$ cat config.mk
export PLATFORM = sky130hd
export DESIGN_NAME = dsp_chain_result_accum
export DESIGN_NICKNAME = d
export VERILOG_FILES = /design/src/rtl/dsp_chain_result_accum.sv
export SDC_FILE = /design/constraint.sdc
export NUM_CORES = 1
export LEC_CHECK = 0
export BUFFER_PORTS_ARGS = -buffer_cell sky130_fd_sc_hd__buf_2
export CELL_PAD_IN_SITES_DETAIL_PLACEMENT = 0
export CELL_PAD_IN_SITES_GLOBAL_PLACEMENT = 2
export CORE_MARGIN = 5
export CORE_UTILIZATION = 33
export CTS_BUF_LIST = sky130_fd_sc_hd__clkbuf_4
export CTS_CLUSTER_DIAMETER = 100
export DETAILED_ROUTE_END_ITERATION = 7
export HOLD_SLACK_MARGIN = 0.06
export PLACE_DENSITY_LB_ADDON = 0.1
export RECOVER_POWER = 100
export SYNTH_ARGS = -nofsm -noshare
export SYNTH_HDL_FRONTEND = slang
export SYNTH_SLANG_ARGS = --single-unit
$ cat constraint.sdc
create_clock -name clk_i -period 3.2 [get_ports clk_i]
set_input_delay 0.32 -clock clk_i [delete_from_list [all_inputs] [get_ports clk_i]]
set_output_delay 0.32 -clock clk_i [all_outputs]
set_load 0.02 [all_outputs]
$ cat src/rtl/dsp_chain_result_accum.sv
// Purpose : accumulates a programmable number of consecutive signed DSP-chain
//           results into one wide saturating dot-product, queued in a 2-entry FIFO.
// Latency : out_valid_o rises 1 cycle after the completing beat when the FIFO is empty or emptying.
// Backpr. : never stalls the input; a completed sum that meets a full, non-popping FIFO is dropped and ovf_o set.
//
// Ports:
//   clk_i, reset_i     single rising-edge clock, synchronous active-high reset
//   in_valid_i         in_data_i carries a chain result this cycle
//   in_data_i          signed chain result (IN_W bits)
//   cfg_len_i          results per dot-product, 0 means 1; sampled on the first beat only
//   out_valid_o        FIFO head valid
//   out_ready_i        consumer takes the head this cycle
//   out_data_o         completed dot-product at the FIFO head (ACC_W bits, signed)
//   out_sat_o          the head sum was clamped at least once while accumulating
//   ovf_o              sticky: a completed sum was dropped because the FIFO was full
//   busy_o             a vector is partially accumulated

module dsp_chain_result_accum #(
  parameter int IN_W  = 37,
  parameter int ACC_W = 48,
  parameter int LEN_W = 8
) (
  input  logic             clk_i,
  input  logic             reset_i,
  input  logic             in_valid_i,
  input  logic [IN_W-1:0]  in_data_i,
  input  logic [LEN_W-1:0] cfg_len_i,
  output logic             out_valid_o,
  input  logic             out_ready_i,
  output logic [ACC_W-1:0] out_data_o,
  output logic             out_sat_o,
  output logic             ovf_o,
  output logic             busy_o
);

  localparam logic [ACC_W-1:0] ACC_MAX = {1'b0, {(ACC_W-1){1'b1}}};
  localparam logic [ACC_W-1:0] ACC_MIN = {1'b1, {(ACC_W-1){1'b0}}};

  typedef enum logic {
    S_IDLE  = 1'b0,
    S_ACCUM = 1'b1
  } state_t;

  // ---------------------------------------------------------------------------
  // Accumulator state
  // ---------------------------------------------------------------------------
  state_t             state_q;
  logic               busy_q;
  logic [ACC_W-1:0]   acc_q,  acc_d;
  logic [LEN_W-1:0]   cnt_q,  cnt_d;
  logic [LEN_W-1:0]   len_q,  len_d;
  logic               sat_q,  sat_d;

  logic [LEN_W-1:0]   len_eff;
  logic [LEN_W-1:0]   cnt_inc;
  logic [ACC_W-1:0]   in_sext;
  logic [ACC_W:0]     sum_wide;
  logic               clamp_hi;
  logic               clamp_lo;
  logic [ACC_W-1:0]   sat_sum;

  // Completion of a vector on this cycle's beat
  logic               done_vld;
  logic [ACC_W-1:0]   done_dat;
  logic               done_sat;

  assign len_eff = (cfg_len_i == '0) ? LEN_W'(1) : cfg_len_i;
  assign cnt_inc = cnt_q + LEN_W'(1);
  assign in_sext = ACC_W'($signed(in_data_i));

  // One extra bit of headroom: the two top bits disagree exactly when the
  // ACC_W-bit signed result would have wrapped.
  assign sum_wide = {acc_q[ACC_W-1], acc_q} + {in_sext[ACC_W-1], in_sext};
  assign clamp_hi = ~sum_wide[ACC_W] &  sum_wide[ACC_W-1];
  assign clamp_lo =  sum_wide[ACC_W] & ~sum_wide[ACC_W-1];
  assign sat_sum  = clamp_hi ? ACC_MAX :
                    clamp_lo ? ACC_MIN : sum_wide[ACC_W-1:0];

  always_comb begin
    acc_d    = acc_q;
    cnt_d    = cnt_q;
    len_d    = len_q;
    sat_d    = sat_q;
    done_vld = 1'b0;
    done_dat = acc_q;
    done_sat = 1'b0;
    if (in_valid_i) begin
      if (state_q == S_IDLE) begin
        // First beat restarts the vector; a length-1 vector completes here.
        acc_d    = in_sext;
        cnt_d    = LEN_W'(1);
        len_d    = len_eff;
        sat_d    = 1'b0;
        done_vld = (len_eff == LEN_W'(1));
        done_dat = in_sext;
        done_sat = 1'b0;
      end else begin
        acc_d    = sat_sum;
        cnt_d    = cnt_inc;
        sat_d    = sat_q | clamp_hi | clamp_lo;
        done_vld = (cnt_inc == len_q);
        done_dat = sat_sum;
        done_sat = sat_q | clamp_hi | clamp_lo;
      end
    end
  end

  always_ff @(posedge clk_i) begin
    if (reset_i) begin
      state_q <= S_IDLE;
      busy_q  <= 1'b0;
      acc_q   <= '0;
      cnt_q   <= '0;
      len_q   <= '0;
      sat_q   <= 1'b0;
    end else begin
      acc_q <= acc_d;
      cnt_q <= cnt_d;
      len_q <= len_d;
      sat_q <= sat_d;
      case (state_q)
        S_IDLE: begin
          if (in_valid_i && (len_eff != LEN_W'(1))) begin
            state_q <= S_ACCUM;
            busy_q  <= 1'b1;
          end
        end
        S_ACCUM: begin
          if (done_vld) begin
            state_q <= S_IDLE;
            busy_q  <= 1'b0;
          end
        end
        default: begin
          state_q <= S_IDLE;
          busy_q  <= 1'b0;
        end
      endcase
    end
  end

  // ---------------------------------------------------------------------------
  // 2-entry output FIFO: a registered head slot feeding the outputs directly,
  // plus one tail slot behind it.
  // ---------------------------------------------------------------------------
  logic               head_vld_q;
  logic [ACC_W-1:0]   head_dat_q;
  logic               head_sat_q;
  logic               tail_vld_q;
  logic [ACC_W-1:0]   tail_dat_q;
  logic               tail_sat_q;
  logic               ovf_q;

  logic               pop;
  logic               full;
  logic               push_ok;
  logic               drop;

  assign pop     = head_vld_q & out_ready_i;
  assign full    = head_vld_q & tail_vld_q;
  // A full FIFO still accepts the push when the head leaves on the same edge.
  assign push_ok = done_vld & (~full | pop);
  assign drop    = done_vld & full & ~pop;

  always_ff @(posedge clk_i) begin
    if (reset_i) begin
      head_vld_q <= 1'b0;
      head_dat_q <= '0;
      head_sat_q <= 1'b0;
      tail_vld_q <= 1'b0;
      tail_dat_q <= '0;
      tail_sat_q <= 1'b0;
      ovf_q      <= 1'b0;
    end else begin
      if (drop) begin
        ovf_q <= 1'b1;
      end
      if (pop) begin
        if (tail_vld_q) begin
          // Tail advances to head; a new push refills the tail.
          head_dat_q <= tail_dat_q;
          head_sat_q <= tail_sat_q;
          tail_vld_q <= push_ok;
          if (push_ok) begin
            tail_dat_q <= done_dat;
            tail_sat_q <= done_sat;
          end
        end else if (push_ok) begin
          head_dat_q <= done_dat;
          head_sat_q <= done_sat;
        end else begin
          head_vld_q <= 1'b0;
        end
      end else if (push_ok) begin
        if (!head_vld_q) begin
          head_vld_q <= 1'b1;
          head_dat_q <= done_dat;
          head_sat_q <= done_sat;
        end else begin
          tail_vld_q <= 1'b1;
          tail_dat_q <= done_dat;
          tail_sat_q <= done_sat;
        end
      end
    end
  end

  assign out_valid_o = head_vld_q;
  assign out_data_o  = head_dat_q;
  assign out_sat_o   = head_sat_q;
  assign ovf_o       = ovf_q;
  assign busy_o      = busy_q;

endmodule

**Word-level counts from Yosys, hierarchy flattened**

Index checks and enable logic that the tools add are counted.

- Add/sub/neg operators: 2
- Eq/ne operators: 9
- Mux-type cells: 42
- Bitwise gates (word level): 15
- Reduce and logical (&&, ||, !) cells: 11

Operator list:

| kind | count |
|---|---|
| $mux W48 | 13 |
| $add A48 B37 Y49 | 1 |
| $mux W1 | 25 |
| $mux W8 | 2 |
| $reduce_and A3 Y1 | 3 |
| $add A8 B1 Y8 const B | 1 |
| $eq A8 B1 Y1 const B | 1 |
| $eq A8 B8 Y1 | 1 |
| $logic_not A8 Y1 | 1 |
| $ne A8 B1 Y1 const B | 1 |
| $and A1 B1 Y1 | 7 |
| $ne A2 B1 Y1 const B | 3 |
| $ne A2 B2 Y1 const B | 3 |
| $reduce_and A2 Y1 | 3 |
| $reduce_bool A2 Y1 | 3 |
| $not A1 Y1 | 5 |
| $pmux W1 S2 | 2 |
| $or A1 B1 Y1 | 3 |
| $logic_and A1 B1 Y1 | 1 |

- Bits in registers: 168
- Bits of input ports: 49
- Output and inout port bits: 52
- Logic and storage cells: 92

**Logic depth before layout (Yosys ltp)**

Gate-level depths: netlist of the first run.

- Depth in word-level cells: 10
- Gate-level depth with buffers: 16
- Depth with buffers taken out: 14

**Least setup slack after synthesis of the first run**

No wires, ideal clock.

- Path kind: input to register
- Start point: input in_data_i[0]
- End point: register head_dat_q[21], in the netlist out_data_o[21]
- Library setup time: 0.079 ns
- Arrival time: 3.126 ns
- Data required time: 3.121 ns
- Slack: -0.005 ns
- Cell stages on the path: 15
- Buffers on the path: 2
- Cells stage by stage: ha_1 > inv_1 > fa_1 > nand2b_1 > a21oi_1 > o21ai_0 > o221ai_1 > a211oi_2 > o41ai_4 > nor2_2 > buf_4 > buf_2 > o211ai_1 > o221ai_1 > o211ai_1

- Longest elaborated chain between the ends: 10
- Elaborated cells between the ends (all ways): 14
- Classes of those cells: add/sub (1); mux (9); bitwise (4)

Ends and longest elaborated chain:

| item | line | source |
|---|---|---|
| from (decl) | 26 | `input logic [IN_W-1:0] in_data_i,` |
| $add A48 B37 Y49 * | 73 | `assign sum_wide = {acc_q[ACC_W-1], acc_q} + {in_sext[ACC_W-1], in_sext};` |
| $not A1 Y1 | 75 | `assign clamp_lo = sum_wide[ACC_W] & ~sum_wide[ACC_W-1];` |
| $and A1 B1 Y1 | 75 |  |
| $mux W48 | 77 | `clamp_lo ? ACC_MIN : sum_wide[ACC_W-1:0];` |
| $mux W48 * | 76 | `assign sat_sum = clamp_hi ? ACC_MAX :` |
| $mux W48 * | 88 | `if (state_q == S_IDLE) begin` |
| $mux W48 * | - |  |
| $mux W48, on equally long branches | 195, 188 |  |
| $mux W48, on equally long branches | 194, 179 |  |
| $mux W48 * | 178 | `if (pop) begin` |
| to (signal assigned) | 181 | `head_dat_q <= tail_dat_q;` |
| to (signal assigned) | 189 | `head_dat_q <= done_dat;` |
| to (signal assigned) | 197 | `head_dat_q <= done_dat;` |
| to (decl) | 147 | `logic [ACC_W-1:0] head_dat_q;` |

Mark *: on every way between the ends. The rest lies on a longest branch, timed or not. The select of a mux whose other input is x is not followed.
A chain may end at the register's enable or synchronous reset.

**Final worst setup path of the first run**

- Start point: register acc_q[22]
- End point: register head_dat_q[4], in the netlist out_data_o[4]

- Longest elaborated chain between the ends: 10
- Elaborated cells between the ends (all ways): 14
- Classes of those cells: add/sub (1); mux (9); bitwise (4)

Ends and longest elaborated chain:

| item | line | source |
|---|---|---|
| from (decl) | 49 | `logic [ACC_W-1:0] acc_q, acc_d;` |
| from (signal assigned) | 112 | `acc_q <= '0;` |
| from (signal assigned) | 117 | `acc_q <= acc_d;` |
| $add A48 B37 Y49 * | 73 |  |
| $not A1 Y1 | 75 |  |
| $and A1 B1 Y1 | 75 |  |
| $mux W48 | 77 |  |
| $mux W48 * | 76 |  |
| $mux W48 * | 88 |  |
| $mux W48 * | - |  |
| $mux W48, on equally long branches | 195, 188 |  |
| $mux W48, on equally long branches | 194, 179 |  |
| $mux W48 * | 178 |  |

Marks and branches as above.

==> reports/summary.txt, run 1 <==
Worst Path Required = 3650 ps
Setup CP Type = flop to flop
Final Hold Viols = 0
worst reg-to-reg setup slack = -210 ps
syn_nets = 1444
Core Footprint = 30750 um^2
Psw = 0.002330 W
Fmax = 293.0 MHz
Layout area overhead = 55.38%
combinational share of power = 43.0%
max-cap violation count = 0
Clk pwr share = 22.4%
Pint = 0.004142 W
Hold Path Class = input port to flop
failing checks = setup timing
Layout Skew = 25.66 ps
Reg clk slew, reported paths = 140 ps
final WL = 43.34 mm
area post-placement = 13340 um^2
Final setup viols = 108
HPWL after detailed placement = 31.71 mm
EDFF count, synth = 0
Async SR Flop Fraction = 0%
global route overflow = 0
initial antenna violation count = 1
CTS tree = done
initial core utilization = 33.57%
Design Area, Final = 16040 um^2
Mapped Cells = 1344
YS warnings = 0
syn_area_per_cell = 7.679 um^2
register area = 3401 um^2
wire length per cell = 20.12 um
maximum VDD drop = 227.0 uV
Slew @ Worst Pin = 1212 ps
fillers = 3013
layout cells sized above 1 = 42.14%
Clock Latency Late Sink = 580 ps
die span in y = 186.9 um
post-route setup slack = -213.1 ps
hold_sp = out_ready_i
Unique masters post-synth = 71
multi-input logic area = 7953 um^2
Max clock buf depth = 2
GR Util All Layers = 23.59%
vias per cell = 5.391
Final Max Slew Viols = 0
crit path time final = 3413 ps
Critical Path End Type = flop
Most used DFF post-synth = dfxtp_1
number of I/O port buffers = 100
Final Cycle Share = 106.7%
total die area = 34910 um^2
slew margin rel. = 18.91%
placement row count = 64
Num CTS Buffers = 17
Sequential Power Share = 34.7%
CTS HTree Levels = 4
fin nets = 1844
worst setup path startpoint = acc_q[22]$_SDFF_PP0_
largest net degree at the start of global routing = 68
critical path arrival = 3870 ps
Lkg Pwr = 6.479 nW
vias in the first global route = 11.54k
Root Buffer = clkbuf_4
CP Launch Type = flop
RSZ-0062 raised after global routing = true
register area share after synthesis = 32.59%
switching share of total power = 36.00%
IO Pins = 101
via count = 11.61k
Worst R2R Start = acc_q[22]$_SDFF_PP0_
first-pass GRT wire length = 65.78 mm
number of synthesized register bits = 168
Die X = 186.9 um
Sink Count = 168
gpl congestion = 0.8936
initial DRC count = 752
status = finished, violations left
WHS = 197.3 ps
Max FO, Critical Path = 5
Pre-Repair DR Iteration Count = 5
number of routed nets with antenna violations = 0
Mapped Area = 10320 um^2
Post-route DRC = 0
Pwr per Cell Area = 403.6 nW/um^2
[cells by family (layout without fill, tap and decap cells)]
kind of cell,after synthesis,in the layout,share of synthesized area (%)
simple gates,461,461,20.80
other cells,0,2,0
mux,3,3,0.2910
flops,168,168,32.59
xor+xnor,52,52,4.413
buf+inv,122,533,4.898
compound gates,486,487,30.66
fa+ha+maj,52,52,6.352
[state kept, by name, summed over array words and instances (netlist names)]
signal,flops
acc_q,48
out_data_o,48
tail_dat_q,48
cnt_q,8
len_q,8
busy_o,1
out_sat_o,1
out_valid_o,1
ovf_o,1
sat_q,1
state_q,1
tail_sat_q,1
tail_vld_q,1
[layer usage]
metal	global-route usage (%)	up-vias	part of all wire, %	routed length [um]
met3	3.098	55	2.4	1030
li1	-	5771	-	-
met4	7.793	0	3.5	1505
met2	42.36	188	51	22140
met5	0	-	0	0
met1	29.23	5599	43	18670
[area by class of cell]
class | count | area share [%]
well taps | 396 | 3.090
diodes | 2 | 0.03121
clock buffers | 19 | 0.8894
repair buffers | 480 | 23.60
flip-flops and latches | 168 | 21.21
multi-input cells | 1055 | 49.59
inverters | 22 | 0.5149
clock inverters | 12 | 1.077
[metrics by stage]
stage | setup slack, ps | TNS [ps] | std cells | power (W) | utilization [%]
5_1_grt | -305.3 | -18670 | 2154 | 0.006814 | 52.15
2_1_floorplan | 17.96 | 0 | 1344 | 0.003341 | -
6_report | -213.1 | -10790 | 2154 | 0.006472 | 52.15
3_3_place_gp | -380.5 | -30430 | 2045 | 0.004363 | 43.40
3_5_place_dp | -407.4 | -35770 | 2045 | 0.004362 | 43.40
4_1_cts | -160.6 | -6392 | 2116 | 0.006093 | 47.50
[path summary, 6_finish.rpt]
| check | endpoint | cells after the start |
|---|---|---|
| hold / removal | tail_vld_q$_SDFFE_PP0P_ | 4 |
| setup / recovery | out_data_o[4]$_SDFFE_PP0P_ | 14 |
| setup reg to reg | out_data_o[4]$_SDFFE_PP0P_ | 14 |
| hold reg to reg | out_data_o[45]$_SDFFE_PP0P_ | 2 |
[power by group through the flow]
stage               Clock (W)  Sequential, W  Combinational [W]
finish                0.00145        0.00224            0.00278
global route          0.00157        0.00225            0.00299
CTS                   0.00150        0.00224            0.00236
detailed placement          0        0.00228            0.00209
global placement            0        0.00228            0.00209
floorplan                   0        0.00225            0.00109
[critical path: stages (launching register included)]
cell and delay (ps):
dfxtp_4 390, ha_4 260, nand4_1 200, or3_4 410, or3_4 380, o21a_1 200, o311a_4 370, a21oi_4 250
buf_4 170, clkbuf_16 130, buf_4 120, o211ai_1 70, o221ai_1 100, buf_4 180, o21ai_0 70
[placed cells by master, fill, tap and decap left out, drive strengths merged, types with 5 or more instances in the layout]
cell,instances
a2111oi,6
a211oi,36
a21boi,8
a21o,25
a21oi,143
a221oi,6
a311oi,12
a31oi,25
a32o,5
and2,7
and3,7
buf,468
clkbuf,22
dfxtp,168
dlygate4sd3,9
ha,50
inv,24
nand2,133
nand2b,12
nand3,29
nand4,21
nor2,142
nor2b,22
nor3,38
nor4,16
o211ai,28
o21a,10
o21ai,117
o21bai,9
o221a,5
o221ai,11
o22a,6
o22ai,7
o31ai,6
or3,17
xnor2,30
xor2,22
[repair_timing]
item	in CTS	in global routing
endpoints found under the setup margin	143	144
hold buffers	9	0
gates resized for setup	143	228
hold endpoints to repair	9	0
pin swaps	88	97
setup buffers	34	39
cloned	1	3
[synth_stat cells, types with 8 or more instances]
library cell / n / share of area (%)
o21a_1: 10 / 0.73
nand3_1: 29 / 1.4
nor2_1: 141 / 5.1
nor3_1: 38 / 1.8
o21bai_1: 9 / 0.65
ha_1: 50 / 6.1
a211oi_1: 35 / 2.5
a21oi_1: 142 / 6.9
a311oi_1: 12 / 1.0
nor4_1: 16 / 0.97
xnor2_1: 30 / 2.5
buf_2: 17 / 0.82
a21o_1: 25 / 1.8
nand4_1: 21 / 1.3
a21boi_0: 8 / 0.58
nand2b_1: 12 / 0.73
o21ai_0: 108 / 5.2
or3_1: 17 / 1.0
clkbuf_1: 71 / 2.6
dfxtp_1: 168 / 33
nand2_1: 132 / 4.8
o211ai_1: 28 / 2.0
inv_1: 22 / 0.80
nor2b_1: 22 / 1.3
xor2_1: 22 / 1.9
o221ai_1: 11 / 0.93
a31oi_1: 25 / 1.5
Note: power is estimated with default switching activity, not from simulation.
==> run 2, diff against run 1 <==
- CORE_ASPECT_RATIO: unset -> 0.8
- PLACE_DENSITY: unset -> 0.85
- PLACE_DENSITY_LB_ADDON: 0.1 -> unset
==> reports/summary.txt, run 2 (synthesis results as in run 1) <==
Layout Skew = 23.89 ps (-1.777 ps)
die span in y = 168.2 um (-10%)
layout cells sized above 1 = 36.95% (-5.2 points)
initial DRC count = 765 (+1.7%)
Critical Path End Type = flop
hold endpoint = acc_q[34]$_SDFF_PP0_
failing checks = setup timing
Worst Path Required = 3660 ps (about the same)
most frequent cells in the layout = buf_4, dfxtp_1, nor2_1, nand2_1, a21oi_1
Reg-to-Reg End = out_data_o[9]$_SDFFE_PP0P_
Fmax = 292.3 MHz (-0.23%)
fin cells = 2138 (-0.74%)
CTS tree = done
fin nets = 1811 (-1.8%)
Max clock buf depth = 2 (unchanged)
max-cap violation count = 0 (unchanged)
first-pass GRT wire length = 64.42 mm (-2.1%)
Final Max Slew Viols = 0 (unchanged)
CTS HTree Levels = 4 (unchanged)
initial antenna violation count = 2 (+1)
Final Hold Viols = 0 (unchanged)
number of routed nets with antenna violations = 0 (unchanged)
HPWL after detailed placement = 30.09 mm (-5.1%)
vias in the first global route = 11.39k (-1.3%)
WHS Path Cells = 4 (unchanged)
Root Buffer = clkbuf_4
Worst R2R Start = acc_q[19]$_SDFF_PP0_
commonest non-fill, non-tap cell in the layout = buf_4
register area = 3378 um^2 (-0.66%)
wire length per cell = 19.88 um (-1.2%)
Lkg Pwr = 6.034 nW (-6.9%)
Layout area overhead = 49.48%
R2R depth = 12 (-2)
final WL = 42.51 mm (-1.9%)
setup tns final = -7144 ps (+3651 ps)
Die X = 207.7 um (+11%)
IO Pins = 101 (unchanged)
hold_sp = in_data_i[34]
total die area = 34940 um^2 (about the same)
Final Util = 50.43% (-1.7 points)
Pre-Repair DR Iteration Count = 5 (unchanged)
gpl congestion = 0.9197 (+2.9%)
RSZ-0062 raised after global routing = true
Final setup viols = 102 (-5.6%)
fillers = 2975 (-1.3%)
global route overflow = 0 (unchanged)
vias per cell = 5.535 (+2.7%)
Clock Latency Late Sink = 610 ps (+30 ps)
Slew @ Worst Pin = 1277 ps (+65.24 ps)
initial core utilization = 33.73% (+0.17 points)
Final Cycle Share = 106.9% (+0.25 points)
dpl cells = 2053 (+0.39%)
number of I/O port buffers = 100 (unchanged)
placement row count = 57 (-11%)
Hold Path Class = input port to flop
worst reg-to-reg setup slack = -220 ps (about the same)
status = finished, violations left
Post-route DRC = 0 (unchanged)
Setup CP Type = flop to flop
via count = 11.83k (+1.9%)
CP Launch Type = flop
Core Footprint = 30600 um^2 (-0.50%)
Pwr per Cell Area = 400.2 nW/um^2 (-0.83%)
largest net degree at the start of global routing = 80 (+18%)
WHS = 152.5 ps (-44.77 ps)
critical path arrival = 3880 ps (about the same)
slew margin rel. = 14.55% (-4.4 points)
Reg clk slew, reported paths = 170 ps (+30 ps)
multi-input logic area = 7805 um^2 (-1.9%)
post-route setup slack = -221.1 ps (-7.968 ps)
crit path time final = 3421 ps (+7.968 ps)
GR Util All Layers = 23.09% (-0.50 points)
maximum VDD drop = 251.5 uV (+11%)
Max FO, Critical Path = 7 (+2)
Num CTS Buffers = 17 (unchanged)
Place WS = -518.2 ps (-110.8 ps)
Sink Count = 168 (unchanged)
-- run 2: cell types whose count changed in the layout (fill, tap and decap cells not counted), moves of 5 or more --
cell / before / now
o21ai_0: 77 / 71
ha_4: 20 / 15
a21oi_2: 36 / 30
nand2_1: 122 / 117
o21ai_1: 16 / 24
buf_4: 316 / 283
buf_12: 16 / 11
ha_1: 26 / 35
clkbuf_1: 0 / 53
buf_2: 99 / 47
dfxtp_4: 5 / 0
dfxtp_1: 148 / 156
a21oi_1: 95 / 102
-- run 2: metal layers --
layer	wire length, um	up-vias	GRT usage (%)
met5	12	-	0
met4	1651	2	9.934
met3	2321	75	4.372
met2	19920	378	37.22
met1	18600	5690	30.43
li1	-	5688	-
-- run 2: timing repair --
action | CTS | global route
hold buffers | 9 | 0
endpoints found under the hold margin | 12 | 0
setup endpoints to repair | 147 | 147
cloned | 4 | 0
pin swaps | 79 | 71
buffers inserted | 21 | 21
resized for setup | 141 | 202
-- run 2: layout make-up --
| class | count | share of cell area [%] |
|---|---|---|
| clock buffer | 18 | 0.8758 |
| inverter | 22 | 0.5352 |
| antenna | 1 | 0.01622 |
| tap | 413 | 3.349 |
| sequential | 168 | 21.90 |
| timing repair buffer | 446 | 21.86 |
| clock inverter | 14 | 0.8758 |
| multi-input combinational | 1056 | 50.59 |
-- run 2: critical path: stages (launching register included) --
cell and delay (ps):
dfxtp_2 370, ha_4 260, nand4_1 180, or3_4 430, or3_4 380, o21a_1 210, o311a_4 360, a21oi_4 230
buf_12 180, buf_8 130, o21ai_4 60, a2111oi_2 370, nor4_1 100
-- run 2: worst max-delay path by stage --
stage / start / endpoint / slack, ps / cells after the start
after global placement: in_data_i[0] / out_data_o[31]$_SDFFE_PP0P_ / -440 / 18
after floorplan: in_data_i[21] / out_data_o[43]$_SDFFE_PP0P_ / 20 / 12
final: acc_q[19]$_SDFF_PP0_ / out_data_o[9]$_SDFFE_PP0P_ / -220 / 12
after detailed placement: in_data_i[0] / out_data_o[31]$_SDFFE_PP0P_ / -520 / 18
after CTS: acc_q[22]$_SDFF_PP0_ / out_data_o[21]$_SDFFE_PP0P_ / -180 / 18
after global routing: acc_q[5]$_SDFF_PP0_ / out_data_o[9]$_SDFFE_PP0P_ / -330 / 12
-- run 2: report_power, final --
group	internal (W)	switching, W	leakage, nW	total (W)
logic	0.00124	0.00142	4.52	0.00265
registers	0.00217	0.0000643	1.37	0.00223
clock network	0.000412	0.000877	0.143	0.00129
-- run 2: through the flow --
step	total power [W]	cell area, um^2
final	0.006175	15430
after CTS	0.005853	14460
after detailed placement	0.004294	13240
after global placement	0.004285	13240
after global routing	0.006492	15430
after floorplan	0.003341	10320
==> run 3, diff against run 2 <==
- ABC_AREA: unset -> 1
- CORE_UTILIZATION: 33 -> 29
- PLACE_DENSITY: 0.85 -> 0.84
==> reports/summary.txt, run 3 <==
status = finished, violations left
failing checks = capacitance limit, slew limit
Max clock buf depth = 2 (unchanged)
maximum VDD drop = 225.8 uV (-10%)
critical path arrival = 3600 ps (-280 ps)
Reg clk slew, reported paths = 160 ps (about the same)
first-pass GRT wire length = 66.05 mm (+2.5%)
EDFF count, synth = 0 (unchanged)
switching share of total power = 37.47% (-0.71 points)
Psw = 0.001981 W (-16%)
Mapped Cells = 2087 (+55%)
Final Max Slew Viols = 74 (+74)
Hold Path Class = input port to flop
GR Util All Layers = 18.44% (-4.7 points)
via count = 12.45k (+5.2%)
HPWL after detailed placement = 32.98 mm (+9.6%)
Core Footprint = 40630 um^2 (+33%)
WHS = 163.3 ps (+10.80 ps)
Async SR Flop Fraction = 0% (unchanged)
number of synthesized register bits = 168 (unchanged)
Clock Latency Late Sink = 640 ps (+30 ps)
CTS tree = done
Sink Count = 168 (unchanged)
CTS HTree Levels = 4 (unchanged)
Fmax = 328.3 MHz (+12%)
Unique masters post-synth = 40 (-44%)
syn_nets = 2187 (+51%)
fillers = 4673 (+57%)
commonest non-fill, non-tap cell in the layout = nand2_1
largest net degree at the start of global routing = 97 (+21%)
CP peak stage delay = 380 ps (-50 ps)
Critical Path End Type = flop
Worst Path Required = 3760 ps (+100 ps)
number of routed nets with antenna violations = 0 (unchanged)
initial core utilization = 29.32% (-4.4 points)
total die area = 45260 um^2 (+30%)
YS warnings = 0 (unchanged)
placement row count = 66 (+16%)
RSZ-0062 raised after global routing = false
Lkg Pwr = 7.477 nW (+24%)
Num CTS Buffers = 17 (unchanged)
max-cap violation count = 1 (+1)
Mapped Area = 11910 um^2 (+15%)
wire length per cell = 15.15 um (-24%)
crit path time final = 3046 ps (-374.7 ps)
global route overflow = 0 (unchanged)
Layout area overhead = 17.71%
Die X = 236.6 um (+14%)
most frequent cells in the layout = nand2_1, inv_1, nor2_1, a21oi_1, dfxtp_1
Post-route DRC = 0 (unchanged)
Most Frequent Cell on Critical Path = nand2_1
syn_area_per_cell = 5.708 um^2 (-26%)
Commonest cells post-synth = nand2_1, inv_1, nor2_1
Sequential Power Share = 41.7% (+5.5 points)
gpl congestion = 0.9205 (about the same)
register area = 3364 um^2 (-0.41%)
count leader, synth = nand2_1
Final Cycle Share = 95.20% (-12 points)
synth top area cells = dfxtp_1, nand2_1, inv_1, nor2_1, a21oi_1
Pre-Repair DR Iteration Count = 5 (unchanged)
multi-input logic area = 6964 um^2 (-11%)
final WL = 42.32 mm (-0.44%)
number of I/O port buffers = 100 (unchanged)
Clk pwr share = 26.8% (+5.9 points)
register area share after synthesis = 28.23% (-4.4 points)
Root Buffer = clkbuf_4
Setup CP Type = flop to flop
slowest CP cell = fa_2
die span in y = 191.3 um (+14%)
CP Launch Type = flop
slew margin rel. = -11.22% (-26 points)
fin nets = 2336 (+29%)
Layout Skew = 32.14 ps (+8.249 ps)
Pint = 0.003306 W (-13%)
Most used DFF post-synth = dfxtp_1
Place WS = -13.91 ps (+504.2 ps)
layout cells sized above 1 = 6.847% (-30 points)
Max FO, Critical Path = 20 (+13)
Pwr per Cell Area = 377.0 nW/um^2 (-5.8%)
IO Pins = 101 (unchanged)
Slew @ Worst Pin = 1668 ps (+391.2 ps)
initial antenna violation count = 2 (unchanged)
Synth area leader = dfxtp_1
vias in the first global route = 11.91k (+4.6%)
Final setup viols = 0 (-100%)
initial DRC count = 749 (-2.1%)
Final Hold Viols = 0 (unchanged)
post-route setup slack = 153.7 ps (+374.7 ps)
Yosys top cell area share = 28.23% (-4.4 points)
vias per cell = 4.456 (-19%)
combinational share of power = 31.5% (-11 points)
CP Cell Sequence = ha_1 > inv_1 > fa_2 > o21ai_1 > nand3_1 > nand2_1 > nand2_1 > nand2_1 > nand2_1 > nand4_1 > nand2_1 > a21oi_4 > buf_12 > clkbuf_16 > nand2_1 > nand2_1 > nand2_1 > o21ai_0 > inv_1
## run 3: power groups by stage
stage	combinational [W]	clock, W	sequential [W]
after global routing	0.00187	0.00158	0.00222
after CTS	0.00164	0.00148	0.00221
after detailed placement	0.00158	0	0.00225
after global placement	0.00159	0	0.00225
after floorplan	0.00103	0	0.00224
final	0.00166	0.00142	0.00221
## run 3: worst paths after layout
path / start / end / slack [ps] / cells past startpoint
setup / recovery: acc_q[0]$_SDFF_PP0_ / tail_dat_q[40]$_SDFFE_PP0P_ / 150 / 19
hold reg to reg: cnt_q[0]$_SDFFE_PP0P_ / cnt_q[0]$_SDFFE_PP0P_ / 490 / 1
setup reg to reg: acc_q[0]$_SDFF_PP0_ / tail_dat_q[40]$_SDFFE_PP0P_ / 150 / 19
hold / removal: in_data_i[1] / acc_q[1]$_SDFF_PP0_ / 160 / 5
## run 3: final cells by class
class                   instances  area share, %
well taps                     544          4.854
repair buffers                203          10.31
multi-input cells            1511          49.67
clock inverters                14          1.231
flip-flops and latches        168          23.99
clock buffers                  18         0.9637
inverters                     335          8.968
diodes                          1        0.01785
## run 3: logic make-up after synthesis
kind of cell,after synthesis,synth area share [%]
AOI/OAI and AO/OA,298,13.01
xor gates and xnor gates,38,2.794
adders and majority gates,51,5.420
buffers and inverters,408,13.60
DFF,168,28.23
and+or+nand+nor,1124,36.94
## run 3: per-stage QoR
step           utilization, %  std cells  TNS, ps  instance area, um^2  total power (W)
2_1_floorplan               -       2087        0                11910         0.003265
4_1_cts                 34.44       2789        0                13990         0.005317
6_report                34.51       2794        0                14020         0.005286
3_5_place_dp            32.57       2712   -66.04                13230         0.003834
5_1_grt                 34.51       2794        0                14020         0.005665
3_3_place_gp            32.57       2712        0                13230         0.003839
## run 3: critical path: cells and delay by family (launching register included)
kind	cells	cell delay (ps)
fa+ha+maj	2	590
flops	1	370
simple gates	10	1000
buf+inv	4	460
compound gates	3	520
## run 3: what timing repair did
item | in CTS | in global routing
gates resized for setup | 0 | 8
setup buffers | 0 | 2
hold buffers | 45 | 0
endpoints found under the setup margin | 0 | 94
hold endpoints to repair | 48 | 0
## run 3: routing by layer
metal	part of all wire [%]	up-vias	wire, um	GRT usage (%)
li1	-	6673	-	-
met1	52	5568	22220	26.84
met2	43	183	18320	29.22
met3	3.1	25	1320	2.625
met4	1.1	0	466	3.684
met5	0	-	0	0
